===== src/rtl/multicycle_controller.sv =====
// Multicycle MIPS control FSM: sequences fetch/decode/execute/memory/writeback with one ALU and one memory port.
// Latency: outputs are combinational from state (plus mem_ready in FETCH, zero in pc_en); 3-5 cycles per instruction plus memory waits.
// Backpressure: memory states hold until mem_ready, abandoning to FETCH after MEM_TIMEOUT waits. Optional JUMP_EN macro builds the j instruction.
module multicycle_controller #(
  parameter int MEM_TIMEOUT = 15,
  parameter int STATE_W     = 4
) (
  input  logic               clk,
  input  logic               rst_n,
  input  logic [5:0]         op,
  input  logic               zero,
  input  logic               mem_ready,
  output logic               MemRead,
  output logic               MemWrite,
  output logic               IorD,
  output logic               IRWrite,
  output logic               RegDst,
  output logic               MemtoReg,
  output logic               RegWrite,
  output logic               ALUSrcA,
  output logic [1:0]         ALUSrcB,
  output logic [1:0]         ALUop,
  output logic [1:0]         PCSrc,
  output logic               PCWrite,
  output logic               branch,
  output logic               pc_en,
  output logic               illegal_op,
  output logic               mem_timeout,
  output logic [STATE_W-1:0] state
);

  typedef enum logic [3:0] {
    FETCH  = 4'd0,
    DECODE = 4'd1,
    MEMADR = 4'd2,
    MEMRD  = 4'd3,
    MEMWB  = 4'd4,
    MEMWR  = 4'd5,
    EXEC   = 4'd6,
    ALUWB  = 4'd7,
    BRANCH = 4'd8,
    ADDIEX = 4'd9,
    ADDIWB = 4'd10,
    JUMP   = 4'd11
  } state_t;

  localparam logic [5:0] OP_RTYPE = 6'b000000;
  localparam logic [5:0] OP_LW    = 6'b100011;
  localparam logic [5:0] OP_SW    = 6'b101011;
  localparam logic [5:0] OP_BEQ   = 6'b000100;
  localparam logic [5:0] OP_ADDI  = 6'b001000;
  localparam logic [5:0] OP_J     = 6'b000010;

  // A zero timeout leaves a 1-bit counter that never moves.
  localparam int              CNT_W = (MEM_TIMEOUT > 0) ? $clog2(MEM_TIMEOUT + 1) : 1;
  localparam logic [CNT_W-1:0] TMO  = CNT_W'(MEM_TIMEOUT);

  state_t           cur, nxt;
  logic [CNT_W-1:0] wait_cnt;
  logic             waiting;
  logic             tmo;

  always_ff @(posedge clk or negedge rst_n) begin
    if (!rst_n) begin
      cur <= FETCH;
    end else begin
      cur <= nxt;
    end
  end

  // Any transition (including a timeout re-entering FETCH) restarts the wait count.
  always_ff @(posedge clk or negedge rst_n) begin
    if (!rst_n) begin
      wait_cnt <= '0;
    end else if (nxt != cur || tmo) begin
      wait_cnt <= '0;
    end else if (waiting && MEM_TIMEOUT != 0) begin
      wait_cnt <= wait_cnt + 1'b1;
    end
  end

  always_comb begin
    nxt         = cur;
    MemRead     = 1'b0;
    MemWrite    = 1'b0;
    IorD        = 1'b0;
    IRWrite     = 1'b0;
    RegDst      = 1'b0;
    MemtoReg    = 1'b0;
    RegWrite    = 1'b0;
    ALUSrcA     = 1'b0;
    ALUSrcB     = 2'b00;
    ALUop       = 2'b00;
    PCSrc       = 2'b00;
    PCWrite     = 1'b0;
    branch      = 1'b0;
    illegal_op  = 1'b0;
    mem_timeout = 1'b0;

    waiting = ((cur == FETCH) || (cur == MEMRD) || (cur == MEMWR)) && !mem_ready;
    tmo     = waiting && (MEM_TIMEOUT != 0) && (wait_cnt == TMO);

    case (cur)
      FETCH: begin
        MemRead = 1'b1;
        ALUSrcB = 2'b01;
        IRWrite = mem_ready;
        PCWrite = mem_ready;
        if (mem_ready) nxt = DECODE;
      end
      DECODE: begin
        ALUSrcB = 2'b11;
        case (op)
          OP_LW, OP_SW: nxt = MEMADR;
          OP_RTYPE:     nxt = EXEC;
          OP_BEQ:       nxt = BRANCH;
          OP_ADDI:      nxt = ADDIEX;
`ifdef JUMP_EN
          OP_J:         nxt = JUMP;
`endif
          default: begin
            nxt        = FETCH;
            illegal_op = 1'b1;
          end
        endcase
      end
      MEMADR: begin
        ALUSrcA = 1'b1;
        ALUSrcB = 2'b10;
        nxt     = (op == OP_LW) ? MEMRD : MEMWR;
      end
      MEMRD: begin
        IorD    = 1'b1;
        MemRead = 1'b1;
        if (mem_ready) nxt = MEMWB;
      end
      MEMWB: begin
        MemtoReg = 1'b1;
        RegWrite = 1'b1;
        nxt      = FETCH;
      end
      MEMWR: begin
        IorD     = 1'b1;
        MemWrite = 1'b1;
        if (mem_ready) nxt = FETCH;
      end
      EXEC: begin
        ALUSrcA = 1'b1;
        ALUop   = 2'b10;
        nxt     = ALUWB;
      end
      ALUWB: begin
        RegDst   = 1'b1;
        RegWrite = 1'b1;
        nxt      = FETCH;
      end
      BRANCH: begin
        ALUSrcA = 1'b1;
        ALUop   = 2'b01;
        PCSrc   = 2'b01;
        branch  = 1'b1;
        nxt     = FETCH;
      end
      ADDIEX: begin
        ALUSrcA = 1'b1;
        ALUSrcB = 2'b10;
        nxt     = ADDIWB;
      end
      ADDIWB: begin
        RegWrite = 1'b1;
        nxt      = FETCH;
      end
`ifdef JUMP_EN
      JUMP: begin
        PCSrc   = 2'b10;
        PCWrite = 1'b1;
        nxt     = FETCH;
      end
`endif
      default: nxt = FETCH;
    endcase

    if (tmo) begin
      nxt         = FETCH;
      mem_timeout = 1'b1;
    end

    // While reset is asserted no strobe may reach the datapath or memory.
    if (!rst_n) begin
      MemRead     = 1'b0;
      MemWrite    = 1'b0;
      IRWrite     = 1'b0;
      PCWrite     = 1'b0;
      RegWrite    = 1'b0;
      branch      = 1'b0;
      illegal_op  = 1'b0;
      mem_timeout = 1'b0;
    end

    pc_en = PCWrite | (branch & zero);
  end

  assign state = STATE_W'(cur);

endmodule


===== config.mk =====
export PLATFORM = sky130hd
export DESIGN_NAME = multicycle_controller
export DESIGN_NICKNAME = d
export VERILOG_FILES = /design/src/rtl/multicycle_controller.sv
export SDC_FILE = /design/constraint.sdc
export NUM_CORES = 1
export LEC_CHECK = 0
export ABC_AREA = 1
export CAP_MARGIN = 20
export CORE_MARGIN = 3
export CORE_UTILIZATION = 42
export DETAILED_ROUTE_END_ITERATION = 8
export HOLD_SLACK_MARGIN = 0.06
export PLACE_DENSITY = 0.78
export SETUP_SLACK_MARGIN = 0.1
export SLEW_MARGIN = 20
export SYNTH_ARGS = -nofsm -noshare
export SYNTH_HDL_FRONTEND = slang
export SYNTH_SLANG_ARGS = --single-unit

===== constraint.sdc =====
create_clock -name clk -period 1.9 [get_ports clk]
set_input_delay 0.57 -clock clk [delete_from_list [all_inputs] [get_ports clk]]
set_output_delay 0.57 -clock clk [all_outputs]
set_load 0.03 [all_outputs]

==> results by group, run 1 <==
Outcome
  • Status: stopped before the end
  • Failing step: 5_1_grt
  • Stop err: [ERROR DPL-0038] Utilization greater than 100%, impossible to legalize

Floorplanning
  • Initial core utilization: 0.457
  • Rows: 15
  • Chip Width: around 50 um
  • Number of I/O pins: 33
  • Die height: 49.8 um

Logic synthesis
  • Post-Synth XOR/XNOR Area: 0.0217
  • Post-synth cell types: 23
  • Sequential share of the synthesized area: 0.248
  • Synth Register Bits: 8
  • Synth Instances: 138
  • Adder-Cell Fraction of Synth Area: 0.0155
  • Synth Warn #: 0
  • Synth Area in Compound Gates: 0.0403
  • Largest family of logic cells by synthesized area: simple AND/OR/NAND/NOR gates
  • Post-Syn Nets: 149
  • Mapped Area: 807 sq um
  • Synth area leaders: dfrtp_1 25%, nand2_1 17%, nor2_1 14%
  • Avg Cell Area, Syn: 5.85 sq um
  • Synth Area in Simple Gates: 0.516
  • Area leader, netlist: dfrtp_1
  • Top cell type's share of synthesized area: 0.248
  • Post-synthesis mux area share: 0

Placement
  • IO Port Bufs: 31
  • Placed Cells: 208
  • Final Wtd Congestion: ~0.85
  • DPL Wire Length: 2000 um
  • Setup WS pre-CTS: -0.430 ns

Clock tree
  • H-tree depth: 1
  • CTS Buf Count: 3
  • Root Driver: clkbuf_4
  • Clock Path Buffers: 2
  • Hold buffer count at cts: 0
  • Clk sinks: 8

Timing
  • Worst endpoint after global-route timing repair: pc_en
  • WEP type: top-level output

Global route
  • Largest net degree at the start of global routing: 9
per-stage QoR:
| step | instance area (sq um) | utilization |
|---|---|---|
| 3_5_place_dp | 1270 | 0.721 |
| 2_1_floorplan | 870 | - |
| 4_1_cts | 1660 | 0.941 |
| 3_3_place_gp | 1270 | 0.721 |
synthesized netlist by cell type, drive strengths merged:
cell / number
nand2: 37
o31ai: 1
inv: 27
xnor2: 1
o21ai: 3
a21oi: 2
conb: 1
and3: 1
buf: 3
xor2: 1
nand4: 2
ha: 1
nor2: 35
nor3: 1
dfrtp: 8
nand3: 14
cells by family after synthesis:
family                   after synthesis
AO/OA/AOI/OAI                          6
XOR/XNOR                               2
adder cells (fa/ha/maj)                1
buffers and inverters                 30
flip-flops                             8
other                                  1
AND/OR/NAND/NOR                       90
repair_timing:
item,in CTS
setup endpoints to repair,26
buffers inserted,23
pin swaps,25
resized for setup,88
==> run 2: changes to the inputs <==
Settings changed: CORE_AREA from default to 3 3 64 66, CORE_MARGIN 3 to default, CORE_UTILIZATION 42 to default, DIE_AREA from default to 0 0 67 69, HOLD_SLACK_MARGIN 0.06 to default, PLACE_DENSITY 0.78 to default, PLACE_DENSITY_LB_ADDON from default to 0.15, SETUP_SLACK_MARGIN 0.1 to default.
==> results by group, run 2 <==
Timing
  • Crit share post-route: 1.05
  • Maximum clock rate: 502 MHz
  • Worst Hold Slack: between 0.4 and 0.5 ns
  • Final Critical Period: approximately 2 ns
  • Setup ws final: -0.0910 ns
  • Fin. Hold Viols: 0
  • Final setup fails: 9
  • Clk_skew: 0.00125 ns
  • RSZ-0062 raised after global routing: true
  • Final Max Slew Viols: 0

Drt
  • DR vias/cell: approximately 4.3
  • Drt pass-1 iters: 4
  • WL final: between 2000 and 3000 um
  • DRC viols: 0
  • Antenna Nets Post-Route: 0
  • Routed WL per cell: 10.7 um
  • Vias: 1,097
  • DRT iter0 DRCs: 18

Final layout
  • Post-Layout Cell Count: 258
  • Commonest cells after routing, fill and taps aside: 44 x buf_4, 23 x nand2_1, 17 x nor2_4, 17 x buf_6, 16 x inv_1
  • Fillers: 379
  • # diodes: 0
  • Share of cells above drive strength 1: 0.652
  • Most common cell after layout, fill and taps aside: buf_4
  • Synth-to-Final Area Change: 116%
  • Layout Nets: 223

Setup path
  • Crit end category: primary output
  • CP Launch Type: register
  • Reg2reg setup slack: 0.10 ns
  • CP peak stage delay: 0.47 ns
  • Crit-path max FO: 6
  • Worst path arrival time: roughly 1.4 ns
  • CP Class: reg2out
  • CP required: 1.33 ns
  • Critical-path cell list: nor2_4 -> buf_4 -> nand3_4 -> o21ai_4 -> buf_6
  • CP max-delay cell: dfrtp_2

Logic synthesis
  • Top-count cell post-synth: nand2_1 (unchanged)
  • Area leader, netlist: dfrtp_1 (unchanged)
  • Post-Syn Nets: 149 (unchanged)
  • Main synth FF type: dfrtp_1 (unchanged)
  • Synth Register Bits: 8 (unchanged)
  • Post-synth cell types: 23 (unchanged)
  • Synth Instances: 138 (unchanged)
  • Top cell type's share of synthesized area: 0.248 (unchanged)
  • Synth Warn #: 0 (unchanged)
  • List of most frequent post-synthesis cells: 36 x nand2_1, 30 x nor2_1, 25 x inv_1 (unchanged)
  • Avg Cell Area, Syn: 5.85 sq um (unchanged)
  • Number of synthesized flops with an enable pin: 0 (unchanged)
  • Sequential share of the synthesized area: 0.248 (unchanged)
  • Mapped Area: 807 sq um (unchanged)
  • Post-synth ARST share: 1.00 (unchanged)
  • Synth area leaders: dfrtp_1 25%, nand2_1 17%, nor2_1 14% (unchanged)

Clock tree
  • Clk pin slew, worst setup/hold paths: approximately 0.040 ns
  • Worst skew pair latency: 0.22 ns
  • Clock Path Buffers: 2 (unchanged)
  • CTS Buf Count: 3 (unchanged)
  • Root Driver: clkbuf_8 (was clkbuf_4)
  • CTS tree: done
  • H-tree depth: 1 (unchanged)
  • Clk sinks: 8 (unchanged)

Pwr
  • Pwr dens: 550 mW/mm^2
  • Sw frac: 0.402
  • Internal Power: around 0.57 mW
  • Power share of the clock group: 0.207
  • Leak: 0.919 nW
  • Net switching power: slightly below 0.4 mW
  • Sequential fraction of design power: 0.251
  • Combinational Power Share: 0.542
  • Worst vdd ir: between 300 and 400 uV

Global route
  • Initial antenna violation count: 0
  • GR Layer Usage met2: 0.222
  • Largest net degree at the start of global routing: 9
  • Met3 track demand over resource: 0.00814
  • First-pass GRT wire length: 4640 um
  • Vias in the first global route: 1,152
  • Total gr overflow: 0
  • Met1 Track Usage GR: 0.150
  • GRT Total Usage: 0.124
  • Busiest grt layer: met2

Floorplanning
  • Chip Width: 67 um (was 49.8 um)
  • Rows: 22 (was 15)
  • Number of I/O pins: 33 (unchanged)
  • Die area: 0.00462 sq mm
  • Core Area: roughly 0.0036 sq mm
  • Initial core utilization: 0.222 (was 0.457)
  • Die height: 69 um (was 49.8 um)

Outcome
  • Status: finished, violations left (was stopped before the end)
  • Failing checks: negative setup slack

Placement
  • Setup WS pre-CTS: -0.443 ns (was -0.430 ns)
  • IO Port Bufs: 31 (unchanged)
  • Placed Cells: 239 (was 208)
  • DPL Wire Length: 2170 um (was 2000 um)
  • Final Wtd Congestion: 0.772 (was 0.853)

Run
  • Max-cap violations: 0

Hold path
  • Hold Path Class: reg2reg
==> run 2: what timing repair did <==
action	4_1_cts	5_1_grt
hold buffers	0	0
gates resized for setup	55	48
gates cloned	0	0
setup buffers	13	4
endpoints found under the setup margin	19	20
hold endpoints to repair	0	0
pin swaps	15	20
==> run 2: worst paths after layout <==
path / endpoint / startpoint / cells after the start
min reg2reg: wait_cnt[0] / wait_cnt[0] / 1
max in group asynchronous: state[1] / rst_n / 3
min in group asynchronous: wait_cnt[1] / rst_n / 3
max reg2reg: wait_cnt[3] / state[2] / 13
max: pc_en / state[2] / 5
min: wait_cnt[0] / wait_cnt[0] / 1
==> run 2: critical path, delay by kind of cell, from the launching register on <==
family / cells / cell delay (ns)
AND/OR/NAND/NOR: 2 / 0.30
flip-flops: 1 / 0.47
buffers and inverters: 2 / 0.30
AO/OA/AOI/OAI: 1 / 0.14
==> run 2: logic make-up (layout without fill, tap and decap cells) <==
logic type	count (synthesis)	after routing	synth area share
simple gates	90	90	0.516
buf+inv	30	102	0.153
flops	8	8	0.248
compound gates	6	6	0.0403
xor+xnor	2	2	0.0217
fa+ha+maj	1	1	0.0155
other cells	1	1	0.00465
==> run 2: metal layers <==
layer | vias to the layer above | part of all wire
li1 | 562 | -
met2 | 26 | 0.52
met4 | 0 | 0.0083
met1 | 505 | 0.41
met3 | 4 | 0.061
met5 | - | 0
==> run 2: area by class of cell <==
class	instances	area, sq um	area share
Multi-Input combinational cell	100	722	0.415
Inverter	27	104	0.0597
Tap cell	48	60.1	0.0345
Sequential cell	8	205	0.118
Timing Repair Buffer	72	608	0.349
Clock buffer	3	41.3	0.0237
==> run 2: through the flow <==
step	total power [mW]	utilization	setup TNS, ns	cell area [sq um]
final	0.957	0.479	-0.486	1740
after global routing	1.03	0.479	-1.58	1740
after CTS	0.921	0.439	-0.800	1600
after detailed placement	0.655	0.374	-4.06	1360
after global placement	0.650	0.374	-3.74	1360
after floorplan	0.485	-	-0.360	867
==> run 2: power by group through the flow <==
stage                     Sequential (mW)  Clock, mW  Combinational [mW]
after floorplan                     0.247          0               0.238
after global placement              0.240          0               0.410
final                               0.240      0.198               0.519
after CTS                           0.238      0.209               0.474
after global routing                0.247      0.216               0.571
after detailed placement            0.242          0               0.413
(Power assumes the default switching activity.)
